===== src/rtl/ivl_uvm_ovl_pkg.sv =====
// Shared definitions for the OVL fire collector: fire-bit positions and the event record.
package ivl_uvm_ovl_pkg;

    localparam int FIRE_ASSERT = 0;
    localparam int FIRE_XCHK   = 1;
    localparam int FIRE_COVER  = 2;

    localparam int EVT_ID_W = 8;
    localparam int EVT_TS_W = 32;

    // Reference event layout at default widths; the collector builds a width-exact copy.
    typedef struct packed {
        logic [EVT_ID_W-1:0] id;
        logic [2:0]          typ;
        logic [EVT_TS_W-1:0] ts;
    } evt_t;

endpackage


===== src/rtl/ivl_uvm_sync_fifo.sv =====
// Show-ahead synchronous FIFO with sync flush; a push into a full FIFO is accepted when a pop frees a slot.
module ivl_uvm_sync_fifo #(
    parameter int WIDTH = 8,
    parameter int DEPTH = 16
) (
    input  logic             clock,
    input  logic             reset,
    input  logic             clear,
    input  logic             push,
    input  logic [WIDTH-1:0] din,
    input  logic             pop,
    output logic [WIDTH-1:0] dout,
    output logic             full,
    output logic             empty
);
    localparam int AW = $clog2(DEPTH);

    logic [WIDTH-1:0] mem [DEPTH];
    logic [AW:0]      wptr, rptr;
    logic             do_push, do_pop;

    assign empty   = (wptr == rptr);
    assign full    = (wptr[AW] != rptr[AW]) && (wptr[AW-1:0] == rptr[AW-1:0]);
    assign do_pop  = pop && !empty;
    assign do_push = push && (!full || do_pop);
    assign dout    = mem[rptr[AW-1:0]];

    always_ff @(posedge clock or posedge reset) begin
        if (reset) begin
            wptr <= '0;
            rptr <= '0;
        end else if (clear) begin
            wptr <= '0;
            rptr <= '0;
        end else begin
            if (do_push) wptr <= wptr + 1'b1;
            if (do_pop)  rptr <= rptr + 1'b1;
        end
    end

    always_ff @(posedge clock) begin
        if (do_push && !clear) mem[wptr[AW-1:0]] <= din;
    end

endmodule


===== src/rtl/ivl_uvm_ovl_fire_collector.sv =====
// Collects OVL checker fire buses into sticky status, a saturating failure count,
// a first-failure record and a timestamped event stream for the UVM monitor.
module ivl_uvm_ovl_fire_collector
    import ivl_uvm_ovl_pkg::*;
#(
    parameter int NUM_CHK    = 8,
    parameter int CNT_W      = 8,
    parameter int TS_W       = 32,
    parameter int FIFO_DEPTH = 16,
    localparam int ID_W      = (NUM_CHK > 1) ? $clog2(NUM_CHK) : 1
) (
    input  logic                 clock,
    input  logic                 reset,
    input  logic                 enable,
    input  logic                 clear,
    input  logic [3*NUM_CHK-1:0] fire_vec,
    output logic                 evt_valid,
    input  logic                 evt_ready,
    output logic [ID_W-1:0]      evt_id,
    output logic [2:0]           evt_type,
    output logic [TS_W-1:0]      evt_ts,
    output logic [NUM_CHK-1:0]   fail_mask,
    output logic [CNT_W-1:0]     fail_cnt,
    output logic                 first_vld,
    output logic [ID_W-1:0]      first_id,
    output logic [TS_W-1:0]      first_ts,
    output logic                 evt_lost
);
    localparam int CW = CNT_W + ID_W + 1;

    typedef struct packed {
        logic [ID_W-1:0] id;
        logic [2:0]      typ;
        logic [TS_W-1:0] ts;
    } ent_t;

    logic [TS_W-1:0]              stamp;
    logic [NUM_CHK-1:0][2:0]      fire;
    logic [NUM_CHK-1:0]           hit, fail;
    logic [NUM_CHK-1:0]           occ;
    logic [NUM_CHK-1:0][2:0]      p_typ;
    logic [NUM_CHK-1:0][TS_W-1:0] p_ts;
    logic [NUM_CHK-1:0]           drain_oh;
    logic                         drain_any, push, pop, fifo_full, fifo_empty;
    ent_t                         drain_ent, head;
    logic [ID_W-1:0]              first_sel;
    logic [CW-1:0]                fail_sum, cnt_sum;
    logic [CNT_W-1:0]             cnt_nxt;

    assign fire = fire_vec;

    always_comb begin
        hit  = '0;
        fail = '0;
        for (int i = 0; i < NUM_CHK; i++) begin
            hit[i]  = enable && (|fire[i]);
            fail[i] = enable && (fire[i][FIRE_ASSERT] || fire[i][FIRE_XCHK]);
        end
    end

    // Descending scans so the lowest index is the one left standing.
    always_comb begin
        drain_any = 1'b0;
        drain_ent = '0;
        first_sel = '0;
        for (int i = NUM_CHK - 1; i >= 0; i--) begin
            if (occ[i]) begin
                drain_any     = 1'b1;
                drain_ent.id  = ID_W'(i);
                drain_ent.typ = p_typ[i];
                drain_ent.ts  = p_ts[i];
            end
            if (fail[i]) first_sel = ID_W'(i);
        end
    end

    assign evt_valid = !fifo_empty;
    assign pop       = evt_valid && evt_ready;
    assign push      = drain_any && (!fifo_full || pop) && !clear;

    always_comb begin
        drain_oh = '0;
        for (int i = 0; i < NUM_CHK; i++)
            if (push && drain_ent.id == ID_W'(i)) drain_oh[i] = 1'b1;
    end

    always_comb begin
        fail_sum = '0;
        for (int i = 0; i < NUM_CHK; i++) fail_sum = fail_sum + CW'(fail[i]);
        cnt_sum = fail_sum + CW'(fail_cnt);
        cnt_nxt = (cnt_sum > CW'({CNT_W{1'b1}})) ? {CNT_W{1'b1}} : cnt_sum[CNT_W-1:0];
    end

    always_ff @(posedge clock or posedge reset) begin
        if (reset)       stamp <= '0;
        else if (enable) stamp <= stamp + 1'b1;
    end

    // A slot draining this edge counts as free, so a new fire reloads it rather than merging.
    always_ff @(posedge clock or posedge reset) begin
        if (reset) begin
            occ      <= '0;
            p_typ    <= '0;
            p_ts     <= '0;
            evt_lost <= 1'b0;
        end else if (clear) begin
            occ      <= '0;
            p_typ    <= '0;
            p_ts     <= '0;
            evt_lost <= 1'b0;
        end else begin
            for (int i = 0; i < NUM_CHK; i++) begin
                if (hit[i]) begin
                    if (occ[i] && !drain_oh[i]) begin
                        p_typ[i] <= p_typ[i] | fire[i];
                    end else begin
                        occ[i]   <= 1'b1;
                        p_typ[i] <= fire[i];
                        p_ts[i]  <= stamp;
                    end
                end else if (drain_oh[i]) begin
                    occ[i] <= 1'b0;
                end
            end
            if (|(hit & occ & ~drain_oh)) evt_lost <= 1'b1;
        end
    end

    always_ff @(posedge clock or posedge reset) begin
        if (reset) begin
            fail_mask <= '0;
            fail_cnt  <= '0;
            first_vld <= 1'b0;
            first_id  <= '0;
            first_ts  <= '0;
        end else if (clear) begin
            fail_mask <= '0;
            fail_cnt  <= '0;
            first_vld <= 1'b0;
            first_id  <= '0;
            first_ts  <= '0;
        end else if (enable) begin
            fail_mask <= fail_mask | fail;
            fail_cnt  <= cnt_nxt;
            if (!first_vld && (|fail)) begin
                first_vld <= 1'b1;
                first_id  <= first_sel;
                first_ts  <= stamp;
            end
        end
    end

    ivl_uvm_sync_fifo #(
        .WIDTH ($bits(ent_t)),
        .DEPTH (FIFO_DEPTH)
    ) u_fifo (
        .clock (clock),
        .reset (reset),
        .clear (clear),
        .push  (push),
        .din   (drain_ent),
        .pop   (pop),
        .dout  (head),
        .full  (fifo_full),
        .empty (fifo_empty)
    );

    // FIFO storage is not reset, so the head is masked until it holds a real entry.
    assign evt_id   = evt_valid ? head.id  : '0;
    assign evt_type = evt_valid ? head.typ : '0;
    assign evt_ts   = evt_valid ? head.ts  : '0;

endmodule


===== config.mk =====
export PLATFORM = sky130hd
export DESIGN_NAME = ivl_uvm_ovl_fire_collector
export DESIGN_NICKNAME = d
export VERILOG_FILES = /design/src/rtl/ivl_uvm_ovl_pkg.sv /design/src/rtl/ivl_uvm_sync_fifo.sv /design/src/rtl/ivl_uvm_ovl_fire_collector.sv
export SDC_FILE = /design/constraint.sdc
export NUM_CORES = 1
export LEC_CHECK = 0
export ABC_AREA = 1
export CORE_ASPECT_RATIO = 0.75
export CORE_UTILIZATION = 30
export DETAILED_ROUTE_END_ITERATION = 10
export PLACE_DENSITY_LB_ADDON = 0.08
export RECOVER_POWER = 50
export SYNTH_ARGS = -nofsm -noshare
export SYNTH_HDL_FRONTEND = slang
export SYNTH_SLANG_ARGS = --single-unit

===== constraint.sdc =====
create_clock -name clock -period 35.4 [get_ports clock]
set_input_delay 3.54 -clock clock [delete_from_list [all_inputs] [get_ports clock]]
set_output_delay 3.54 -clock clock [all_outputs]
set_load 0.01 [all_outputs]

==> impl_metrics.json <==
{
  "status": "finished with violations",
  "violations": "capacitance limit, slew limit",
  "drt_iter0_drc": 2232,
  "syn_nets": 3793,
  "drive_gt1_share_pct": 6.56,
  "row_count": 117,
  "max_slew_margin_pct": -280,
  "wirelength_um": 126000,
  "cpMaxStageDelayCell": "clkinvlp_2",
  "fin_crit_ps": 10030,
  "place_congestion": 0.769,
  "design.core.area_um2": 136000,
  "critPathKind": "in2async",
  "ant_nets": 0,
  "cts_hold_buf": 0,
  "setup_viol": 0,
  "rr_worst_depth": 11,
  "holdCritStartpoint": "stamp[31]",
  "skew_ps": 25.2,
  "initial_core_util_pct": 30.2,
  "ios": 121,
  "firstDrtPassIters": 6,
  "finalCritPeriodShare_pct": 28.3,
  "grt_max_degree": 224,
  "critPathMaxFanout": 113,
  "htreeDepth": 3,
  "netlist.area_leader.share_pct": 44.5,
  "power_density_nw_per_um2": 63.8,
  "synth_top_area_cell": "edfxtp_1",
  "required_ps": 36150,
  "post-cts-setup-buffers": 0,
  "grt_usage_pct": 18.1,
  "syn_area_per_cell_um2": 10.9,
  "timing.hold.ws_ps": 470,
  "crit_chain": "dlygate4sd3_1 > clkinvlp_2 > clkbuf_1 > buf_4",
  "hold_violations": 0,
  "synth_area_um2": 41000,
  "synth-async-reset-ratio_pct": 38.6,
  "die_x_um": 429,
  "critPathMaxStageDelay_ps": 3160,
  "cp.arrival_ps": 10780,
  "die_h_um": 322,
  "regToRegStartpoint": "occ[3]",
  "synth_cells": 3747,
  "via_per_inst": 5.01,
  "cts-resized-gates": 0,
  "drc": 0,
  "cts_tree": "yes",
  "synth_edf_count": 608,
  "ys_types": 44,
  "grt_antenna_before_repair": 2,
  "vias": 28432,
  "grt_pass1_wl_um": 190000,
  "crit_path_end": "p_ts[180]",
  "p_leak_nw": 17.5,
  "cts_buffers": 105,
  "area_growth_pct": 16.0,
  "final_cell_mix": "736 x o21ai_0, 608 x edfxtp_1, 593 x nand2_1",
  "routedWlPerCell_um": 22.2,
  "netlist_top_cells_area": "edfxtp_1 45%, dfrtp_1 23%, o21ai_0 9.0%",
  "critPathLaunchType": "input pin",
  "ys.flop_type": "edfxtp_1",
  "grt_pass1_vias": 27376,
  "min_path_cells": 1,
  "yosysSeqAreaShare_pct": 67.9,
  "finalSetupTns_ps": 0,
  "nNetsFinal": 3848,
  "max-vdd-ir-drop_uv": 40.2,
  "cap_violations": 22,
  "critPathLaunch": "reset",
  "clk_pin_slew_worst_paths_ps": 60,
  "clock_path_buffers": 3,
  "hpwlAfterDp_um": 69200,
  "root_buffer": "clkbuf_16",
  "clk_latency_ps": 720,
  "tightest_slew_ps": 5670,
  "gr-total-overflow": 0,
  "synth_seq_cells": 991,
  "ys_warn_count": 0,
  "fmax_mhz": 99.7,
  "r2r_slack_ps": 28620,
  "final_common_cell": "o21ai_0",
  "hold_class": "reg2reg",
  "fin_util_pct": 35.0,
  "finalMaxSlewViolations": 736,
  "end_kind": "async pin",
  "dieArea_um2": 138000,
  "clock-sinks": 991,
  "reg2reg_to": "p_ts[98]",
  "rsz0062_at_grt": "no",
  "port_buffers": 120
}
==> sequential cells by signal (all words and copies together) (netlist names), 8 cells and up <==
signal	flops
fail_cnt	8
fail_mask	8
first_ts	32
occ	8
p_ts	256
p_typ	24
stamp	32
u_fifo.mem	608
==> area by class of cell <==
type                            count  area, um^2
Inverter                          142         546
Multi-Input combinational cell   2369       11700
Clock inverter                     66         782
Antenna cell                        2        5.00
Fill cell                       13562       88200
Tap cell                         1785        2230
Clock buffer                      129        2790
Sequential cell                   991       27900
Timing Repair Buffer              193        1650
==> stage by stage <==
stage / area, um^2 / worst slack (ps) / cells / power (W)
global placement: 44200 / 26870 / 5480 / 0.00191
CTS: 47700 / 26680 / 5675 / 0.00308
finish: 47600 / 25370 / 5677 / 0.00303
detailed placement: 44200 / 26780 / 5480 / 0.00191
global route: 47500 / 23960 / 5675 / 0.00317
floorplan: 41000 / 21220 / 3747 / 0.00168
==> how the worst min path moves through the flow <==
stage                      endpoint  slack (ps)
final                     stamp[31]         470
after floorplan           stamp[31]         440
after global routing      p_ts[183]         500
after global placement    p_ts[149]         460
after CTS                 stamp[31]         480
after detailed placement  stamp[31]         460
==> critical path, delay by kind of cell <==
kind | cells | cell delay [ps]
buf+inv | 4 | 7110
==> routing by layer <==
metal	share of wire [%]	GRT usage, %
met2	43	26.8
met3	3.6	2.52
met4	1.7	3.85
met5	0	0
met1	52	28.0
==> cell families after synthesis <==
family	Yosys count	synth area share [%]
compound gates	1159	15.8
xor+xnor	31	0.662
fa+ha+maj	17	0.611
buf+inv	387	3.75
flops	991	67.9
simple gates	1162	11.3
==> report_power, final <==
group / internal [W] / switching (W) / total (W)
Sequential: 0.00133 / 0.0000474 / 0.00138
Clock: 0.000672 / 0.000490 / 0.00116
Combinational: 0.000143 / 0.000346 / 0.000489
==> synth_stat cells, types with 38 or more instances <==
master / instances
a21oi_1: 87
nor2_1: 421
clkbuf_1: 177
nand2_1: 594
nand3_1: 100
o22ai_1: 98
o21ai_0: 733
a31oi_1: 48
inv_1: 127
o221ai_1: 60
dfrtp_1: 383
edfxtp_1: 608
buf_2: 38
o21ai_1: 61
(Power assumes the default switching activity.)
